==> src/rtl/mem_stage.sv <==
// mem_stage: memory stage of the dual-issue pipeline.
//
// The EX/MEM register holds both slots' execute results. Slot 0 can carry a
// load or store, which goes out on a req/ack data-memory port; load data is
// formatted to width and sign. Results are then registered into MEM/WB.
//
// Ports
//   clk_i, rst_n_i           clock, asynchronous active-low reset
//   valid*/alu*/we*/rd*      per-slot results from execute
//   store_data_i             slot-0 store data (bypassed rs2)
//   is_load_i, is_store_i    slot-0 memory operation
//   funct3_i                 slot-0 width/sign code
//   stall_o                  holds execute and everything upstream
//   dmem_*                   data-memory request/ack port (word-aligned)
//   misaligned_o             one-cycle pulse for a misaligned slot-0 access
//   bypass_lsu*/wm*/am*      EX/MEM bypass value, write flag and rd
//   ww*/aw*/wb*              MEM/WB write enable, rd and result
//
// Optional feature macro: LSU_LOAD_BYPASS_EN
//   When defined, load data is forwarded on bypass_lsu0_o during the ack
//   cycle. When undefined, loads never drive the EX/MEM bypass.
//
// state  | meaning
// -------+-------------------------------------------------------------
// IDLE   | no memory transaction outstanding; EX/MEM captures freely
// WAIT   | slot-0 request on dmem, pipeline held until dmem_ack_i

module mem_stage (
  input  logic        clk_i,
  input  logic        rst_n_i,
  input  logic        valid0_i,
  input  logic        valid1_i,
  input  logic [31:0] alu0_i,
  input  logic [31:0] alu1_i,
  input  logic [31:0] store_data_i,
  input  logic        is_load_i,
  input  logic        is_store_i,
  input  logic [2:0]  funct3_i,
  input  logic        we0_i,
  input  logic        we1_i,
  input  logic [4:0]  rd0_i,
  input  logic [4:0]  rd1_i,
  output logic        stall_o,
  output logic        dmem_req_o,
  output logic        dmem_we_o,
  output logic [31:0] dmem_addr_o,
  output logic [3:0]  dmem_wstrb_o,
  output logic [31:0] dmem_wdata_o,
  input  logic        dmem_ack_i,
  input  logic [31:0] dmem_rdata_i,
  output logic        misaligned_o,
  output logic [31:0] bypass_lsu0_o,
  output logic [31:0] bypass_lsu1_o,
  output logic        wm0_o,
  output logic        wm1_o,
  output logic [4:0]  am0_o,
  output logic [4:0]  am1_o,
  output logic        ww0_o,
  output logic        ww1_o,
  output logic [4:0]  aw0_o,
  output logic [4:0]  aw1_o,
  output logic [31:0] wb0_o,
  output logic [31:0] wb1_o
);

  typedef enum logic [0:0] {S_IDLE, S_WAIT} state_t;

  state_t state_q, state_d;

  // EX/MEM register
  logic        em_v0, em_v1, em_ld, em_st, em_we0, em_we1, em_mis;
  logic [31:0] em_a0, em_a1, em_sd;
  logic [2:0]  em_f3;
  logic [4:0]  em_rd0, em_rd1;

  logic        mem_in, mis_in, go_in;
  logic [7:0]  byte_sel;
  logic [15:0] half_sel;
  logic [31:0] load_fmt;
  logic [3:0]  strb;

  // funct3[1:0] alone decides access width: 00 byte, 01 half, else word.
  // That folds 3'b011/3'b110/3'b111 into the word case.
  always_comb begin
    mem_in = valid0_i & (is_load_i | is_store_i);
    mis_in = 1'b0;
    case (funct3_i[1:0])
      2'b00:   mis_in = 1'b0;
      2'b01:   mis_in = alu0_i[0];
      default: mis_in = |alu0_i[1:0];
    endcase
    mis_in = mis_in & mem_in;
    go_in  = mem_in & ~mis_in;
  end

  assign stall_o = (state_q == S_WAIT) & ~dmem_ack_i;

  always_ff @(posedge clk_i or negedge rst_n_i) begin
    if (!rst_n_i) begin
      em_v0  <= 1'b0;
      em_v1  <= 1'b0;
      em_ld  <= 1'b0;
      em_st  <= 1'b0;
      em_we0 <= 1'b0;
      em_we1 <= 1'b0;
      em_mis <= 1'b0;
      em_a0  <= '0;
      em_a1  <= '0;
      em_sd  <= '0;
      em_f3  <= '0;
      em_rd0 <= '0;
      em_rd1 <= '0;
    end else if (!stall_o) begin
      em_v0  <= valid0_i;
      em_v1  <= valid1_i;
      em_ld  <= is_load_i;
      em_st  <= is_store_i;
      em_we0 <= we0_i;
      em_we1 <= we1_i;
      em_mis <= mis_in;
      em_a0  <= alu0_i;
      em_a1  <= alu1_i;
      em_sd  <= store_data_i;
      em_f3  <= funct3_i;
      em_rd0 <= rd0_i;
      em_rd1 <= rd1_i;
    end
  end

  always_ff @(posedge clk_i or negedge rst_n_i) begin
    if (!rst_n_i) state_q <= S_IDLE;
    else          state_q <= state_d;
  end

  // The ack cycle also captures the next instruction, so a back-to-back
  // memory op goes straight from WAIT to WAIT.
  always_comb begin
    state_d = state_q;
    case (state_q)
      S_IDLE:  if (go_in) state_d = S_WAIT;
      S_WAIT:  if (dmem_ack_i) state_d = go_in ? S_WAIT : S_IDLE;
      default: state_d = S_IDLE;
    endcase
  end

  // Load formatting
  always_comb begin
    byte_sel = 8'h00;
    case (em_a0[1:0])
      2'b00: byte_sel = dmem_rdata_i[7:0];
      2'b01: byte_sel = dmem_rdata_i[15:8];
      2'b10: byte_sel = dmem_rdata_i[23:16];
      2'b11: byte_sel = dmem_rdata_i[31:24];
      default: byte_sel = 8'h00;
    endcase
    half_sel = em_a0[1] ? dmem_rdata_i[31:16] : dmem_rdata_i[15:0];
    case (em_f3[1:0])
      2'b00:   load_fmt = {{24{byte_sel[7] & ~em_f3[2]}}, byte_sel};
      2'b01:   load_fmt = {{16{half_sel[15] & ~em_f3[2]}}, half_sel};
      default: load_fmt = dmem_rdata_i;
    endcase
  end

  // Store lanes
  always_comb begin
    case (em_f3[1:0])
      2'b00: begin
        strb         = 4'b0001 << em_a0[1:0];
        dmem_wdata_o = {4{em_sd[7:0]}};
      end
      2'b01: begin
        strb         = em_a0[1] ? 4'b1100 : 4'b0011;
        dmem_wdata_o = {2{em_sd[15:0]}};
      end
      default: begin
        strb         = 4'b1111;
        dmem_wdata_o = em_sd;
      end
    endcase
  end

  assign dmem_req_o   = (state_q == S_WAIT);
  assign dmem_we_o    = em_st;
  assign dmem_addr_o  = {em_a0[31:2], 2'b00};
  assign dmem_wstrb_o = (dmem_req_o & em_st) ? strb : 4'b0000;
  assign misaligned_o = em_mis;

  assign bypass_lsu1_o = em_a1;
  assign wm1_o         = em_v1 & em_we1;
  assign am0_o         = em_rd0;
  assign am1_o         = em_rd1;

`ifdef LSU_LOAD_BYPASS_EN
  logic load_fwd;
  assign load_fwd      = (state_q == S_WAIT) & dmem_ack_i & em_ld;
  assign wm0_o         = em_v0 & em_we0 & (~em_ld | load_fwd);
  assign bypass_lsu0_o = load_fwd ? load_fmt : em_a0;
`else
  assign wm0_o         = em_v0 & em_we0 & ~em_ld;
  assign bypass_lsu0_o = em_a0;
`endif

  // MEM/WB register; a stalled cycle inserts a bubble.
  always_ff @(posedge clk_i or negedge rst_n_i) begin
    if (!rst_n_i) begin
      ww0_o <= 1'b0;
      ww1_o <= 1'b0;
      aw0_o <= '0;
      aw1_o <= '0;
      wb0_o <= '0;
      wb1_o <= '0;
    end else if (stall_o) begin
      ww0_o <= 1'b0;
      ww1_o <= 1'b0;
    end else begin
      ww0_o <= em_v0 & em_we0 & ~em_st & ~em_mis;
      ww1_o <= em_v1 & em_we1;
      aw0_o <= em_rd0;
      aw1_o <= em_rd1;
      wb0_o <= (em_ld & ~em_mis) ? load_fmt : em_a0;
      wb1_o <= em_a1;
    end
  end

endmodule

==> config.mk <==
export PLATFORM = sky130hd
export DESIGN_NAME = mem_stage
export DESIGN_NICKNAME = d
export VERILOG_FILES = /design/src/rtl/mem_stage.sv
export SDC_FILE = /design/constraint.sdc
export NUM_CORES = 1
export LEC_CHECK = 0
export ABC_AREA = 1
export CAP_MARGIN = 20
export CORE_AREA = 2 2 146 148
export DETAILED_ROUTE_END_ITERATION = 10
export DIE_AREA = 0 0 148 150
export PLACE_DENSITY = 0.78
export SETUP_SLACK_MARGIN = 0.2
export SLEW_MARGIN = 0
export SYNTH_ARGS = -nofsm -noshare
export SYNTH_HDL_FRONTEND = slang
export SYNTH_SLANG_ARGS = --single-unit
==> constraint.sdc <==
create_clock -name clk_i -period 4 [get_ports clk_i]
set_clock_uncertainty 0.2 [all_clocks]
set_input_delay 0.8 -clock clk_i [delete_from_list [all_inputs] [get_ports clk_i]]
set_output_delay 0.8 -clock clk_i [all_outputs]
set_load 0.005 [all_outputs]
; Word-level counts from Yosys, hierarchy flattened
; Cells that the tools add are included.
[op_classes]
bitwise_logic = 21
eq_ne = 5
n_reduce_logical = 4
mux = 14
shifts = 1
[ops]
columns = operator, n
row1 = one-hot mux 32 bit (2 select lines), 2
row2 = two-way mux 32 bit, 1
row3 = one-hot mux 8 bit (4 select lines), 1
row4 = two-way mux 16 bit, 1
row5 = AND 1 bit, 13
row6 = two-way mux 4 bit, 2
row7 = one-hot mux 4 bit (2 select lines), 1
row8 = inverter 1 bit, 7
row9 = "equality test 2 x 1 -> 1 bit, second input constant", 3
row10 = logical NOT 2 bit, 3
row11 = "equality test 2 bit, second input constant", 2
row12 = two-way mux 1 bit, 4
row13 = one-hot mux 1 bit (2 select lines), 2
row14 = "left shift 1 x 2 -> 4 bit, first input constant", 1
row15 = OR reduction 2 bit, 1
row16 = OR 1 bit, 1
[word_totals]
regBits = 193
inputBits = 150
out_inout_bits = 224

; Logic depth before layout (Yosys ltp)
[logic_depth]
word_depth = 8
ltp_mapped = 9
ltp_nobuf = 8

; Least setup slack after synthesis
; No wires, ideal clock.
[synth_path]
path_kind = input to output
startpoint = input dmem_ack_i
endpoint = output stall_o
path_buffers = 2
path_slack_ns = 1.638
t_required_ns = 3.000
t_arrival_ns = 1.362
stages = 3
cell_sequence = nor2_1 > buf_2 > buf_1
[synth_between]
elab_chain_len = 2
[synth_lines]
columns = element, line
row1 = from (decl), 49  ; input logic dmem_ack_i,
row2 = inverter 1 bit, 96  ; assign stall_o = (state_q == S_WAIT) & ~dmem_ack_i;
row3 = AND 1 bit, 96
row4 = to (decl), 43  ; output logic stall_o,
; Every way passes these cells.

; Worst setup path in the final report
[layout_path]
startpoint = register em_f3[0]
endpoint = output dmem_wstrb_o[3]
[layout_between]
elab_chain_len = 3
word_cells_on_any_way = 4
[layout_lines]
columns = element, line
row1 = from (decl), 73  ; logic [2:0] em_f3;
row2 = from (signal assigned), 124  ; em_f3 <= funct3_i;
row3 = equality test 2 x 1 -> 1 bit / logical NOT 2 bit (equally long branches), 166  ; case (em_f3[1:0])
row4 = one-hot mux 4 bit (2 select lines) *, 166
row5 = two-way mux 4 bit *, 185  ; assign dmem_wstrb_o = (dmem_req_o & em_st) ? strb : 4'b0000;
row6 = to (decl), 47  ; output logic [3:0] dmem_wstrb_o,
; Every way passes the cells marked *; elsewhere a longest branch is shown, timed or not.

==> reports/metrics.csv <==
stage,metric,value,unit
clock_tree,clockBufferDepth,2,
synth,seq_area_frac_synth,54.7,%
timing,timing.fmax,296,MHz
critical_path,end_kind,primary output,
pwr,peakVddDrop,0.286,mV
placement,post-place-ws,0.944,ns
clock_tree,cts_buffers,17,
global_routing,grt_max_degree,163,
route,route.detailed.drc,0,
run_status,status,finished clean,
placement,place_congestion,0.918,
critical_path,critPathRequiredTime,3.00,ns
die,initial_core_util,42.7,%
route,num_vias,8247,
layout,drive_gt1_share,3.85,%
global_routing,grt_overflow,0,
synth,synth_warnings,0,
run,maxCapViolCount,0,
die,dieArea,0.0222,mm^2
clock_tree,hold_buffers,0,
global_routing,grtUsageTotal,24.7,%
timing,finalSetupTns,0,ns
timing,holdWs,0.243,ns
critical_path,crit_type,flop to primary output,
timing,fin_crit,3.38,ns
global_routing,grt_pass1_wl,42.9,mm
timing,slew_headroom,28.1,%
placement,place_area,0.0124,mm^2
timing,hold_viol,0,
timing,tightest_slew,1.08,ns
synth,avgSynthCellArea,8.10,um^2
timing,slew_viol_final,0,
critical_path,crit_slowest_cell,dfrtp_1,
clock_tree,h-tree-depth,4,
synth,synth-edff-count,0,
die,die_h,150,um
pwr,swShare,29.5,%
synth,synth_ff_type,dfrtp_1,
pwr,intPower,3.88,mW
timing,setup_viol,0,
layout,fillers,1770,
timing,rsz0062_at_grt,no,
clock_tree,cts_tree,built,
pwr,p_switching,1.63,mW
clock_tree,worstSkewPairLatency,0.43,ns
min_path,hold_class,primary input to asynchronous set/reset pin,
pwr,power.density,423,mW/mm^2
route,drt_iter0_markers,598,
layout,fin_area,0.0130,mm^2
critical_path,slowest_delay,0.46,ns
synth,async_reset_ff_share,100,%
route,antenna_left,0,
die,std_cell_rows,53,
pwr,power_frac_seq,43.0,%
die,num_io_pins,374,
critical_path,crit_arrival,2.38,ns
route,wire_per_inst,16.4,um
critical_path,path_buf_inv,3,
global_routing,antenna_found_initial,1,
timing,worst_slack,0.616,ns
pwr,power.share.combinational,26.3,%
layout,fin_nets,1540,
die,die_w,148,um
route,dr.pass1.iters,5,
placement,io_buffer_count,371,
timing,post-route-period-util,84.6,%
layout,synthToLayoutAreaGrowth,47.5,%
pwr,p_clk_share,30.8,%
clock_tree,cts_sinks,193,
clock_tree,cts_setup_buffers,0,
global_routing,grt_pass1_vias,7841,
clock_tree,cts_root_buf,clkbuf_16,
critical_path,cp-start-kind,flop,
critical_path,crit_chain,inv_2 -> nor2_4 -> clkinv_1 -> o21ai_0 -> a21oi_1 -> clkdlybuf4s50_1,
critical_path,crit_family,buffers and inverters,
critical_path,worstPathMaxFanout,9,
die,core-area,0.0207,mm^2
synth,ys_seq_elements,193,
clock_tree,post_cts_resized,0,
route,viasPerCell,4.91,
synth,synth_cells,1089,
route,wl,27.6,mm
pwr,p_leak,6.18,nW
synth,synthesis.area,0.00883,mm^2
synth,synth.distinct_cells,31,
placement,hpwlAfterDp,20.0,mm
clock_tree,path_clk_slew,0.07,ns
-- Yosys cell counts, types with 3 or more instances --
cell	n	share of area, %
dfrtp_1	193	55
o221ai_1	8	0.79
buf_2	20	1.1
o211ai_1	6	0.51
inv_1	82	3.5
a21oi_1	59	3.3
o21ai_0	102	5.8
inv_2	3	0.13
nand2_1	446	19
clkbuf_1	32	1.4
o22ai_1	7	0.50
buf_4	42	3.6
nor2_1	31	1.3
buf_6	4	0.51
nand3_1	35	2.0
-- stage by stage --
stage	total power [mW]	instances	utilization (%)
2_1_floorplan	2.95	1090	-
3_3_place_gp	3.82	1646	60.1
3_5_place_dp	3.85	1646	60.1
4_1_cts	5.55	1677	62.9
5_1_grt	5.79	1678	62.9
6_report	5.51	1678	62.9
-- path summary, 6_finish.rpt --
check | start | endpoint | slack (ns) | depth (start not counted)
worst min register to register | wb1_o[2]$_DFFE_PN0N_ | wb1_o[2]$_DFFE_PN0N_ | 0.28 | 2
worst max register to register | em_ld$_DFFE_PN0N_ | wb0_o[30]$_DFFE_PN0N_ | 1.59 | 8
worst min-delay path | rst_n_i | bypass_lsu0_o[11]$_DFFE_PN0N_ | 0.24 | 1
min in group clk_i | wb1_o[2]$_DFFE_PN0N_ | wb1_o[2]$_DFFE_PN0N_ | 0.28 | 2
max in group asynchronous | rst_n_i | ww0_o$_DFF_PN0_ | 2.56 | 2
worst max-delay path | em_f3[0]$_DFFE_PN0N_ | dmem_wstrb_o[3] | 0.62 | 6
-- routing by layer --
layer,wire length [um],track usage (%),vias to the layer above,part of all wire (%)
met1,11300,32.1,3850,41
li1,-,-,3987,-
met2,13300,40.2,360,48
met5,0,0,-,0
met4,731,8.29,0,2.7
met3,2260,6.43,50,8.2
-- cell usage in the layout, fill, tap and decap left out, drive strengths merged --
cell             n
a21oi           60
a22oi            1
a31oi            1
buf             10
bufinv           1
clkbuf          19
clkdlybuf4s50  370
clkinv           4
clkinvlp         3
conb             2
dfrtp          193
diode            1
inv             91
nand2          446
nand3           37
nand3b           1
nor2            35
nor4             1
o211ai           6
o21a             2
o21ai          103
o21bai           1
o221ai           8
o22ai            7
-- cells by family after synthesis --
family	Yosys count	share of synthesized area, %
AO/OA/AOI/OAI	189	11.6
buffers and inverters	186	10.3
flip-flops	193	54.7
other	1	0.0425
AND/OR/NAND/NOR	520	23.3
-- area by class of cell --
cell class                 instances  area [um^2]  area share (%)
timing repair buffer             381         3840            29.5
antenna                            1         2.50          0.0192
multi-input combinational        711         3100            23.8
inverter                          86          328            2.52
tap                              275          344            2.64
clock inverter                    13          146            1.12
clock buffer                      18          429            3.30
sequential                       193         4830            37.1
-- sequential cells by signal, summed over array words and instances (netlist names) --
| register | flops |
|---|---|
| bypass_lsu0_o | 32 |
| bypass_lsu1_o | 32 |
| em_sd | 32 |
| wb0_o | 32 |
| wb1_o | 32 |
| am0_o | 5 |
| am1_o | 5 |
| aw0_o | 5 |
| aw1_o | 5 |
| em_f3 | 3 |
| dmem_req_o | 1 |
| dmem_we_o | 1 |
| em_ld | 1 |
| em_v0 | 1 |
| em_v1 | 1 |
| em_we0 | 1 |
| em_we1 | 1 |
| misaligned_o | 1 |
| ww0_o | 1 |
| ww1_o | 1 |
-- power groups by stage --
stage	Sequential (mW)	Combinational, mW	Clock (mW)
6_report	2.37	1.45	1.69
5_1_grt	2.40	1.58	1.81
4_1_cts	2.37	1.46	1.72
3_5_place_dp	2.40	1.45	0
3_3_place_gp	2.39	1.43	0
2_1_floorplan	2.39	0.555	0
-- worst register-to-register path, cell delays in order (launching register included) --
cell     delay [ns]
dfrtp_1        0.38
inv_1          0.12
nor2_4         0.08
inv_1          0.79
buf_4          0.42
a21oi_1        0.09
nand3_1        0.14
nand2_1        0.07
nand2_1        0.06
No activity file was read; power rests on OpenSTA's default activity.
